<file path="config.mk">
export PLATFORM = sky130hd
export DESIGN_NAME = div_ratio_ctrl_flat
export DESIGN_NICKNAME = d
export VERILOG_FILES = /design/src/rtl/div_ctrl_pkg.sv /design/src/rtl/div_ratio_ctrl_if.sv /design/src/rtl/rr_arb2.sv /design/src/rtl/div_ratio_ctrl.sv /design/src/flat_wrapper.sv
export SDC_FILE = /design/constraint.sdc
export NUM_CORES = 1
export LEC_CHECK = 0
export ABC_AREA = 1
export ABC_CLOCK_PERIOD_IN_PS = 5000
export CAP_MARGIN = 20
export CORE_MARGIN = 2
export CORE_UTILIZATION = 40
export CTS_BUF_LIST = sky130_fd_sc_hd__clkbuf_8
export DETAILED_ROUTE_END_ITERATION = 8
export SLEW_MARGIN = 20
export SYNTH_ARGS = -nofsm -noshare
export SYNTH_HDL_FRONTEND = slang
export SYNTH_SLANG_ARGS = --single-unit
export TNS_END_PERCENT = 10
</file>
<file path="constraint.sdc">
create_clock -name clk_high -period 5 [get_ports clk_high]
set_input_delay 1 -clock clk_high [delete_from_list [all_inputs] [get_ports clk_high]]
set_output_delay 1 -clock clk_high [all_outputs]
set_load 0.02 [all_outputs]
</file>
<file path="src/rtl/div_ctrl_pkg.sv">
// Shared types and constants for the divider ratio change controller.
// Holds the FSM encoding, ratio limits and timer width.
package div_ctrl_pkg;

  localparam int NUM_W   = 4;
  localparam int TIMER_W = 5;

  typedef enum logic [1:0] {
    ST_IDLE = 2'd0,
    ST_SYNC = 2'd1,
    ST_LOAD = 2'd2,
    ST_RESP = 2'd3
  } state_e;

  localparam logic [NUM_W-1:0]   NUM_DEFAULT_C = 4'd8;
  localparam logic [NUM_W-1:0]   NUM_MIN_C     = 4'd6;
  localparam logic [NUM_W-1:0]   NUM_MAX_C     = 4'd15;
  localparam logic [TIMER_W-1:0] TIMEOUT_C     = 5'd31;

  function automatic logic num_legal(input logic [NUM_W-1:0] n,
                                     input logic [NUM_W-1:0] lo,
                                     input logic [NUM_W-1:0] hi);
    return (n >= lo) && (n <= hi);
  endfunction

endpackage

</file>
<file path="src/rtl/div_ratio_ctrl_if.sv">
// Request/ack bundle between the two requesters, the clock divider and the controller.
// The master side drives requests and div_enable; the slave side is the controller.
interface div_ratio_ctrl_if;
  import div_ctrl_pkg::*;

  logic             req0;
  logic [NUM_W-1:0] num0;
  logic             req1;
  logic [NUM_W-1:0] num1;
  logic             div_enable;
  logic [NUM_W-1:0] num_out;
  logic             ack0;
  logic             ack1;
  logic             resp_err;
  logic             busy;

  modport master (
    output req0, num0, req1, num1, div_enable,
    input  num_out, ack0, ack1, resp_err, busy
  );

  modport slave (
    input  req0, num0, req1, num1, div_enable,
    output num_out, ack0, ack1, resp_err, busy
  );

endinterface

</file>
<file path="src/rtl/rr_arb2.sv">
// Two-way round-robin arbiter; purely combinational.
// A lone request always wins; on contention the requester not served last wins.
module rr_arb2 (
  input  logic req0,
  input  logic req1,
  input  logic last_grant,
  output logic gnt0,
  output logic gnt1
);

  // last_grant: 0 = requester 0 served last, 1 = requester 1 served last
  assign gnt0 = req0 & (~req1 | last_grant);
  assign gnt1 = req1 & (~req0 | ~last_grant);

endmodule

</file>
<file path="src/rtl/div_ratio_ctrl.sv">
// Arbitrates ratio change requests and applies them to the divider Num input
// on a frame boundary, restoring the old ratio if the divider never signals one.
//
// state | meaning
// IDLE  | waiting for a request; requests sampled only here
// SYNC  | new ratio driven, waiting for div_enable or timeout
// LOAD  | one cycle holding num_out while the divider samples it
// RESP  | one-cycle ack to the granted requester with resp_err
module div_ratio_ctrl
  import div_ctrl_pkg::*;
#(
  parameter logic [NUM_W-1:0]   NUM_DEFAULT = NUM_DEFAULT_C,
  parameter logic [NUM_W-1:0]   NUM_MIN     = NUM_MIN_C,
  parameter logic [NUM_W-1:0]   NUM_MAX     = NUM_MAX_C,
  parameter logic [TIMER_W-1:0] TIMEOUT     = TIMEOUT_C
) (
  input  logic           clk_high,
  input  logic           rst,
  div_ratio_ctrl_if.slave bus
);

  state_e             state_q, state_d;
  logic [NUM_W-1:0]   num_out_q, num_out_d;
  logic [NUM_W-1:0]   num_prev_q, num_prev_d;
  logic [TIMER_W-1:0] timer_q, timer_d;
  logic               last_grant_q, last_grant_d;
  logic               gnt_id_q, gnt_id_d;
  logic               err_q, err_d;

  logic             gnt0, gnt1;
  logic [NUM_W-1:0] num_sel;

  rr_arb2 u_arb (
    .req0       (bus.req0),
    .req1       (bus.req1),
    .last_grant (last_grant_q),
    .gnt0       (gnt0),
    .gnt1       (gnt1)
  );

  assign num_sel = gnt1 ? bus.num1 : bus.num0;

  always_ff @(posedge clk_high or posedge rst) begin
    if (rst) begin
      state_q      <= ST_IDLE;
      num_out_q    <= NUM_DEFAULT;
      num_prev_q   <= NUM_DEFAULT;
      timer_q      <= '0;
      last_grant_q <= 1'b1;
      gnt_id_q     <= 1'b0;
      err_q        <= 1'b0;
    end else begin
      state_q      <= state_d;
      num_out_q    <= num_out_d;
      num_prev_q   <= num_prev_d;
      timer_q      <= timer_d;
      last_grant_q <= last_grant_d;
      gnt_id_q     <= gnt_id_d;
      err_q        <= err_d;
    end
  end

  always_comb begin
    state_d      = state_q;
    num_out_d    = num_out_q;
    num_prev_d   = num_prev_q;
    timer_d      = timer_q;
    last_grant_d = last_grant_q;
    gnt_id_d     = gnt_id_q;
    err_d        = err_q;

    unique case (state_q)
      ST_IDLE: begin
        if (gnt0 || gnt1) begin
          last_grant_d = gnt1;
          gnt_id_d     = gnt1;
          if (!num_legal(num_sel, NUM_MIN, NUM_MAX)) begin
            err_d   = 1'b1;
            state_d = ST_RESP;
          end else if (num_sel == num_out_q) begin
            err_d   = 1'b0;
            state_d = ST_RESP;
          end else begin
            num_prev_d = num_out_q;
            num_out_d  = num_sel;
            timer_d    = '0;
            state_d    = ST_SYNC;
          end
        end
      end
      ST_SYNC: begin
        // A frame end on the timeout edge still counts as success.
        if (bus.div_enable) begin
          state_d = ST_LOAD;
        end else begin
          timer_d = timer_q + 1'b1;
          if (timer_q == TIMEOUT - 1'b1) begin
            num_out_d = num_prev_q;
            err_d     = 1'b1;
            state_d   = ST_RESP;
          end
        end
      end
      ST_LOAD: begin
        err_d   = 1'b0;
        state_d = ST_RESP;
      end
      ST_RESP: begin
        state_d = ST_IDLE;
      end
      default: begin
        state_d = ST_IDLE;
      end
    endcase
  end

  assign bus.num_out  = num_out_q;
  assign bus.ack0     = (state_q == ST_RESP) && !gnt_id_q;
  assign bus.ack1     = (state_q == ST_RESP) && gnt_id_q;
  assign bus.resp_err = (state_q == ST_RESP) && err_q;
  assign bus.busy     = (state_q != ST_IDLE);

endmodule

</file>
<file path="src/flat_wrapper.sv">
// flat-port wrapper written by rule: the top's interface ports become plain ports
module div_ratio_ctrl_flat import div_ctrl_pkg::*;
#(
  parameter logic [NUM_W-1:0]   NUM_DEFAULT = NUM_DEFAULT_C,
  parameter logic [NUM_W-1:0]   NUM_MIN     = NUM_MIN_C,
  parameter logic [NUM_W-1:0]   NUM_MAX     = NUM_MAX_C,
  parameter logic [TIMER_W-1:0] TIMEOUT     = TIMEOUT_C
)
  (clk_high, rst, bus_req0, bus_num0, bus_req1, bus_num1, bus_div_enable, bus_num_out, bus_ack0, bus_ack1, bus_resp_err, bus_busy);
  div_ratio_ctrl_if bus_i ();
  input  logic clk_high;
  input  logic rst;
  input wire logic [$bits(bus_i.req0)-1:0] bus_req0;
  input wire logic [$bits(bus_i.num0)-1:0] bus_num0;
  input wire logic [$bits(bus_i.req1)-1:0] bus_req1;
  input wire logic [$bits(bus_i.num1)-1:0] bus_num1;
  input wire logic [$bits(bus_i.div_enable)-1:0] bus_div_enable;
  output wire logic [$bits(bus_i.num_out)-1:0] bus_num_out;
  output wire logic [$bits(bus_i.ack0)-1:0] bus_ack0;
  output wire logic [$bits(bus_i.ack1)-1:0] bus_ack1;
  output wire logic [$bits(bus_i.resp_err)-1:0] bus_resp_err;
  output wire logic [$bits(bus_i.busy)-1:0] bus_busy;
  assign bus_i.req0 = bus_req0;
  assign bus_i.num0 = bus_num0;
  assign bus_i.req1 = bus_req1;
  assign bus_i.num1 = bus_num1;
  assign bus_i.div_enable = bus_div_enable;
  assign bus_num_out = bus_i.num_out;
  assign bus_ack0 = bus_i.ack0;
  assign bus_ack1 = bus_i.ack1;
  assign bus_resp_err = bus_i.resp_err;
  assign bus_busy = bus_i.busy;
  div_ratio_ctrl #(.NUM_DEFAULT(NUM_DEFAULT), .NUM_MIN(NUM_MIN), .NUM_MAX(NUM_MAX), .TIMEOUT(TIMEOUT)) u_core (.clk_high(clk_high), .rst(rst), .bus(bus_i));
endmodule
</file>
Yosys cells after proc, flatten, opt, wreduce, memory -nomap -nowiden

Index checks and enable logic that the tools add are counted.

Bits in latches: 0
Bits of input ports: 13
Memory bits (read-only): 0
Output and inout port bits: 8
Word-level logic and storage cells: 70
Memory bits (writable): 0
Memories: 0
Register bits: 18

Reduce and logical (&&, ||, !) cells: 16
Multipliers: 0
Shifts and indexed selects: 0
Equal/unequal tests: 12
Divide/modulo/power cells: 0
Magnitude comparators: 2
$add $sub $neg: 1
Muxes and demuxes: 24
Bitwise logic cells: 8

Operator list:

| kind                                                              | number |
|---|---|
| 2-to-1 mux 4 bit                                                  | 6 |
| 2-to-1 mux 5 bit                                                  | 4 |
| 2-to-1 mux 2 bit                                                  | 5 |
| one-hot mux 5 bit (2 select lines)                                | 1 |
| AND reduction 5 bit                                               | 2 |
| one-hot mux 2 bit (4 select lines)                                | 1 |
| one-hot mux 4 bit (2 select lines)                                | 1 |
| inequality test 2 x 1 -> 1 bit, second input constant             | 3 |
| AND reduction 6 bit                                               | 1 |
| adder 5 x 1 -> 5 bit, second input constant                       | 1 |
| equality test 5 bit, second input constant                        | 1 |
| 2-to-1 mux 1 bit                                                  | 5 |
| equality test 2 bit, second input constant                        | 2 |
| equality test 4 bit                                               | 1 |
| greater-or-equal comparator 4 x 3 -> 1 bit, second input constant | 1 |
| less-or-equal comparator 4 bit, second input constant             | 1 |
| logical AND 1 bit                                                 | 4 |
| inequality test 2 bit, second input constant                      | 2 |
| NOT 1 bit                                                         | 4 |
| AND reduction 2 bit                                               | 2 |
| AND reduction 4 bit                                               | 1 |
| nonzero test 2 bit                                                | 2 |
| inequality test 3 x 2 -> 1 bit, second input constant             | 1 |
| inequality test 3 bit, second input constant                      | 1 |
| other kinds (8)                                                   | 10 |

Depth between registers and ports, before layout

Gate-level depths: netlist of the first run.

Word-level depth: 9
Gate-level depth with buffers: 12
Gate-level depth less buffers: 12

By module

From an unflattened synthesis of the first run, not the netlist that was laid out.

Cells, all modules: 183
Area total of the unflattened synthesis: 1,286.2 µm²

By module, submodules not included:

| module         | cells an instance | times used | seq. area each (µm²) | area an instance (µm²) |
|---|---|---|---|---|
| div_ratio_ctrl | 179               | 1          | 454.2                | 1,258.7 |
| rr_arb2        | 4                 | 1          | 0.0                  | 27.5 |

Least setup slack after synthesis of the first run

No wires, ideal clock.

Path type: input to register
From: input bus_req1
To: register u_core.num_out_q[0] (netlist: u_core.bus.num_out[0])
Path slack: 2,967 ps
Library setup time: 117 ps
Data arrival time: 1,916 ps
Buffers on the path: 1
Required time: 4,883 ps
Stages: 11
Path through: buf_4 -> nand2_4 -> nand2_2 -> nand2_1 -> nand2_2 -> nand3_2 -> nand2_2 -> nor2_8 -> nand3_4 -> nand2_1 -> nand2_1

Longest elaborated chain between the ends: 6
Elaborated cells between the ends (all ways): 18
Classes of those cells: 2 x order compare; 4 x eq/ne; 5 x mux; 4 x bitwise; 3 x reduce/logical

Ends and longest elaborated chain:

| item                                                                                       | line                                | RTL |
|---|---|---|
| start, declared                                                                            | flat_wrapper.sv:15                  | `input wire logic [$bits(bus_i.req1)-1:0] bus_req1;` |
| AND 1 bit or NOT 1 bit (tied branches)                                                     | rr_arb2.sv:13, rr_arb2.sv:12        |  |
| 2-to-1 mux 4 bit or OR 1 bit (tied branches)                                               | div_ratio_ctrl.sv:41, rr_arb2.sv:12 |  |
| greater-or-equal comparator 4 x 3 -> 1 bit (tied with other cells)                         | div_ctrl_pkg.sv:23                  | `return (n >= lo) && (n <= hi);` |
| logical AND 1 bit (tied with other cells)                                                  | div_ctrl_pkg.sv:23                  |  |
| inequality test 2 x 1 -> 1 bit (no source line) or 2-to-1 mux 4 bit (tied branches)        | -                                   |  |
| AND reduction 6 bit (no source line) or one-hot mux 4 bit (2 select lines) (tied branches) | -                                   |  |
| end signal, assigned                                                                       | div_ratio_ctrl.sv:54                | `num_out_q <= num_out_d;` |
| end, declared                                                                              | div_ratio_ctrl.sv:23                | `logic [NUM_W-1:0] num_out_q, num_out_d;` |

Parallel ways exist; a longest one is shown, timed or not. The select of a mux whose other input is x is not followed.
A chain may end at the register's enable or synchronous reset.

Final worst setup path of the first run

From: register u_core.state_q[1]
To: output bus_busy

Longest elaborated chain between the ends: 1

Ends and longest elaborated chain:

| item                   | line                  | RTL |
|---|---|---|
| start, declared        | div_ratio_ctrl.sv:22  | `state_e state_q, state_d;` |
| start signal, assigned | div_ratio_ctrl.sv:53  | `state_q <= state_d;` |
| nonzero test 2 bit     | div_ratio_ctrl.sv:121 | `assign bus.busy = (state_q != ST_IDLE);` |
| end, declared          | flat_wrapper.sv:22    | `output wire logic [$bits(bus_i.busy)-1:0] bus_busy;` |

Every way passes these cells.

==> reports/qor.yml, run 1 <==
initial_utilization: 0.415
regToRegStartpoint: "u_core.state_q[1]"
grt_usage: 0.168
worst_hold_slack_ns: 0.471
syn_inst: 187
p_per_area_nw_per_um2: 556
critPathTopFamily: "buffers and inverters"
finalInstanceArea_um2: 1680
crit_path_end: "bus_busy"
grt_pass1_wl_um: 5420
r2r_setup_slack_ns: 3.17
crit_top_cell: "inv_1"
vias_per_cell: 4.89
peakVddDrop_v: 0.000325
p_leak_nw: 0.849
insertion_delay_ns: 0.25
first_global_vias: 1166
endpoint_kind: "output port"
critPathLaunchType: "flip-flop"
place_congestion: 0.817
io_buffers: 20
drv_cap: 0
worstPathMaxFanout: 8
synth_area_per_cell_um2: 7.40
drive_gt1_frac: 0.145
path_cells: "inv_1 > ha_1 > inv_1 > clkdlybuf4s50_1"
ys.warnings.count: 0
crit_buf_inv: 3
antenna_found_initial: 0
fmax_ghz: 0.341
grt_start_max_net_pins: 19
fin_nets: 228
worst-setup-path-type: "reg -> out"
cts_tree: "built"
path_clk_slew_ns: 0.07
ant_nets: 0
drt_wl_total_um: 3090
worst_pin_slew_ns: 0.718
drc_errors: 0
gr-total-overflow: 0
clkSinkCount: 18
ys_seq_area_frac: 0.328
post-place-cells: 249
r2r_cells: 9
placed_cell_area_um2: 1620
fin_cells: 253
final_util: 0.502
die_h_um: 62.8
dr.pass1.iters: 4
required_ns: 4.00
die_w_um: 62.8
die_area_um2: 3950
r2r-end: "u_core.bus.num_out[2]"
antenna_cells: 0
ys_ff_latch: 18
met2_usage: 0.274
design.core.area_um2: 3340
post_cts_buffers: 0
min-delay-start: "u_core.err_q"
cts_buffer_depth: 2
path_depth: 4
status: "completed"
area.growth.synth_to_final_pct: 21.2
setup_viol: 0
finalCritPeriodShare: 0.587
slowest_delay_ns: 0.57
hpwl_um: 2420
vias: 1236
hp-class: "reg -> reg"
syn_area_um2: 1380
grt-busiest-layer: "met2"
drt_iter0_markers: 85
pin_count: 21
rsz0062_at_grt: "no"
cts_resized: 0
slew_violations: 0
cpMaxStageDelayCell: "clkdlybuf4s50_1"
setup_tns_ns: 0
hold_viol_final: 0
rows: 21
avgRoutedWirePerCell_um: 12.2
slew_headroom: 0.521
period_needed_ns: 2.94
cts_root_buffer: "clkbuf_8"
syn_nets: 207
use_met1: 0.236
cts.htree.levels: 1
clock_skew_ns: 0.00193
cts_buffers: 3
grtUsageMet3: 0.0234
cp_data_arrival_time_ns: 1.94
cts_hold_buf: 0
startpoint: "u_core.state_q[1]"
synth_cell_types: 29
-- metal layers --
metal  vias to the layer above  wire length, um  share of wire
met2                        17             1500           0.49
met5                         -                0              0
met4                         0               12         0.0039
met1                       571             1510           0.49
li1                        646                -              -
met3                         2               63          0.020
-- cell usage after synthesis (all sizes together) --
cell type	n	area, um^2
clkbuf	2	7.51
buf	2	12.5
nand2	57	262
nand3b	1	11.3
nand4	6	37.5
dfstp	3	78.8
o21a	1	7.51
or2	1	6.26
nand3	33	205
dfrtp	15	375
a31oi	3	18.8
xor2	2	17.5
nor2	15	80.1
nor3	2	10.0
nor3b	1	12.5
a21oi	2	10.0
ha	7	87.6
inv	24	90.1
o21ai	9	45.0
xnor2	1	8.76
-- state kept, by name, summed over array words and instances (netlist names) --
signal	count
u_core.timer_q	5
u_core.bus.num_out	4
u_core.num_prev_q	4
u_core.state_q	2
u_core.err_q	1
u_core.gnt_id_q	1
u_core.last_grant_q	1
-- worst min path at each step --
stage                                       to  slack, ns  cells after the start
after detailed placement          u_core.err_q       0.46                      2
after global routing      u_core.num_prev_q[3]       0.49                      2
after floorplan                   u_core.err_q       0.44                      2
after global placement            u_core.err_q       0.46                      2
final                             u_core.err_q       0.47                      2
after CTS                         u_core.err_q       0.48                      2
-- stage by stage --
step | power [mW] | setup WS (ns)
2_1_floorplan | 0.661 | 2.97
3_3_place_gp | 0.803 | 2.24
3_5_place_dp | 0.814 | 2.16
4_1_cts | 0.938 | 2.06
5_1_grt | 1.02 | 1.94
6_report | 0.931 | 2.06
-- cells in the final DEF, fill, tap and decap left out --
cell type	Yosys	routed
nand2_1	46	46
nand3_1	28	28
inv_1	22	22
clkdlybuf4s50_1	0	20
dfrtp_1	15	15
nor2_1	13	13
nand2_2	7	7
ha_1	7	7
nand4_1	6	6
o21ai_0	5	5
nand2_4	4	4
o21ai_1	4	4
clkbuf_8	0	4
nand3_2	3	3
a31oi_1	3	3
dfstp_2	3	3
inv_2	2	2
nand3_4	2	2
a21oi_1	2	2
nor3_1	2	2
xor2_1	2	2
nand3b_2	1	1
nor2_4	1	1
nor3b_2	1	1
nor2_8	1	1
o21a_1	1	1
xnor2_1	1	1
or2_2	1	1
-- logic make-up (layout without fill, tap and decap cells) --
kind of cell	Yosys count	in the layout	synth area share
DFF	18	18	0.328
buffers and inverters	28	48	0.0796
adders and majority gates	7	7	0.0633
and+or+nand+nor	116	116	0.451
xor gates and xnor gates	3	3	0.0190
AOI/OAI and AO/OA	15	15	0.0588
-- worst min-delay path, stage by stage (launching register included) --
cell and delay, ns:
dfrtp_1 0.35, nand2_1 0.05, nand2_1 0.04
-- cell type report --
| type | instances | area [um^2] |
|---|---|---|
| clock buffer | 4 | 55.1 |
| sequential | 18 | 454 |
| fill | 347 | 1660 |
| inverter | 24 | 90.1 |
| timing repair buffer | 20 | 200 |
| tap | 46 | 57.6 |
| multi-input combinational | 141 | 820 |
-- power by group --
part	internal [mW]	switching (mW)	total, mW	leakage (nW)
Sequential	0.208	0.0495	0.258	0.226
Clock	0.0700	0.0518	0.122	0.0288
Combinational	0.207	0.345	0.552	0.594
No activity file was read; power rests on OpenSTA's default activity.
==> run 2: changes to the inputs <==
- ABC_CLOCK_PERIOD_IN_PS: 5000 -> 2800
- clock period: 5 -> 2.8 ns (I/O delays scaled with it)
==> results of run 2 <==
Same layout as run 1 (identical final DEF). Status: completed.
Main changes from that run: setup slack after placement 2.16 ns -> 0.402 ns; setup slack after layout 2.06 ns -> 0.305 ns; register-to-register setup slack 3.17 ns -> 0.97 ns; total power 0.931 mW -> 1.66 mW; worst IR drop on VDD 0.000325 V -> 0.000581 V
==> run 3: changes to the inputs <==
- SLEW_MARGIN: 20 -> 15
==> results of run 3 <==
Same layout as run 1 (identical final DEF). Status: completed.
Main changes from that run: setup slack after placement 2.16 ns -> 0.402 ns; setup slack after layout 2.06 ns -> 0.305 ns; register-to-register setup slack 3.17 ns -> 0.97 ns; total power 0.931 mW -> 1.66 mW; worst IR drop on VDD 0.000325 V -> 0.000581 V
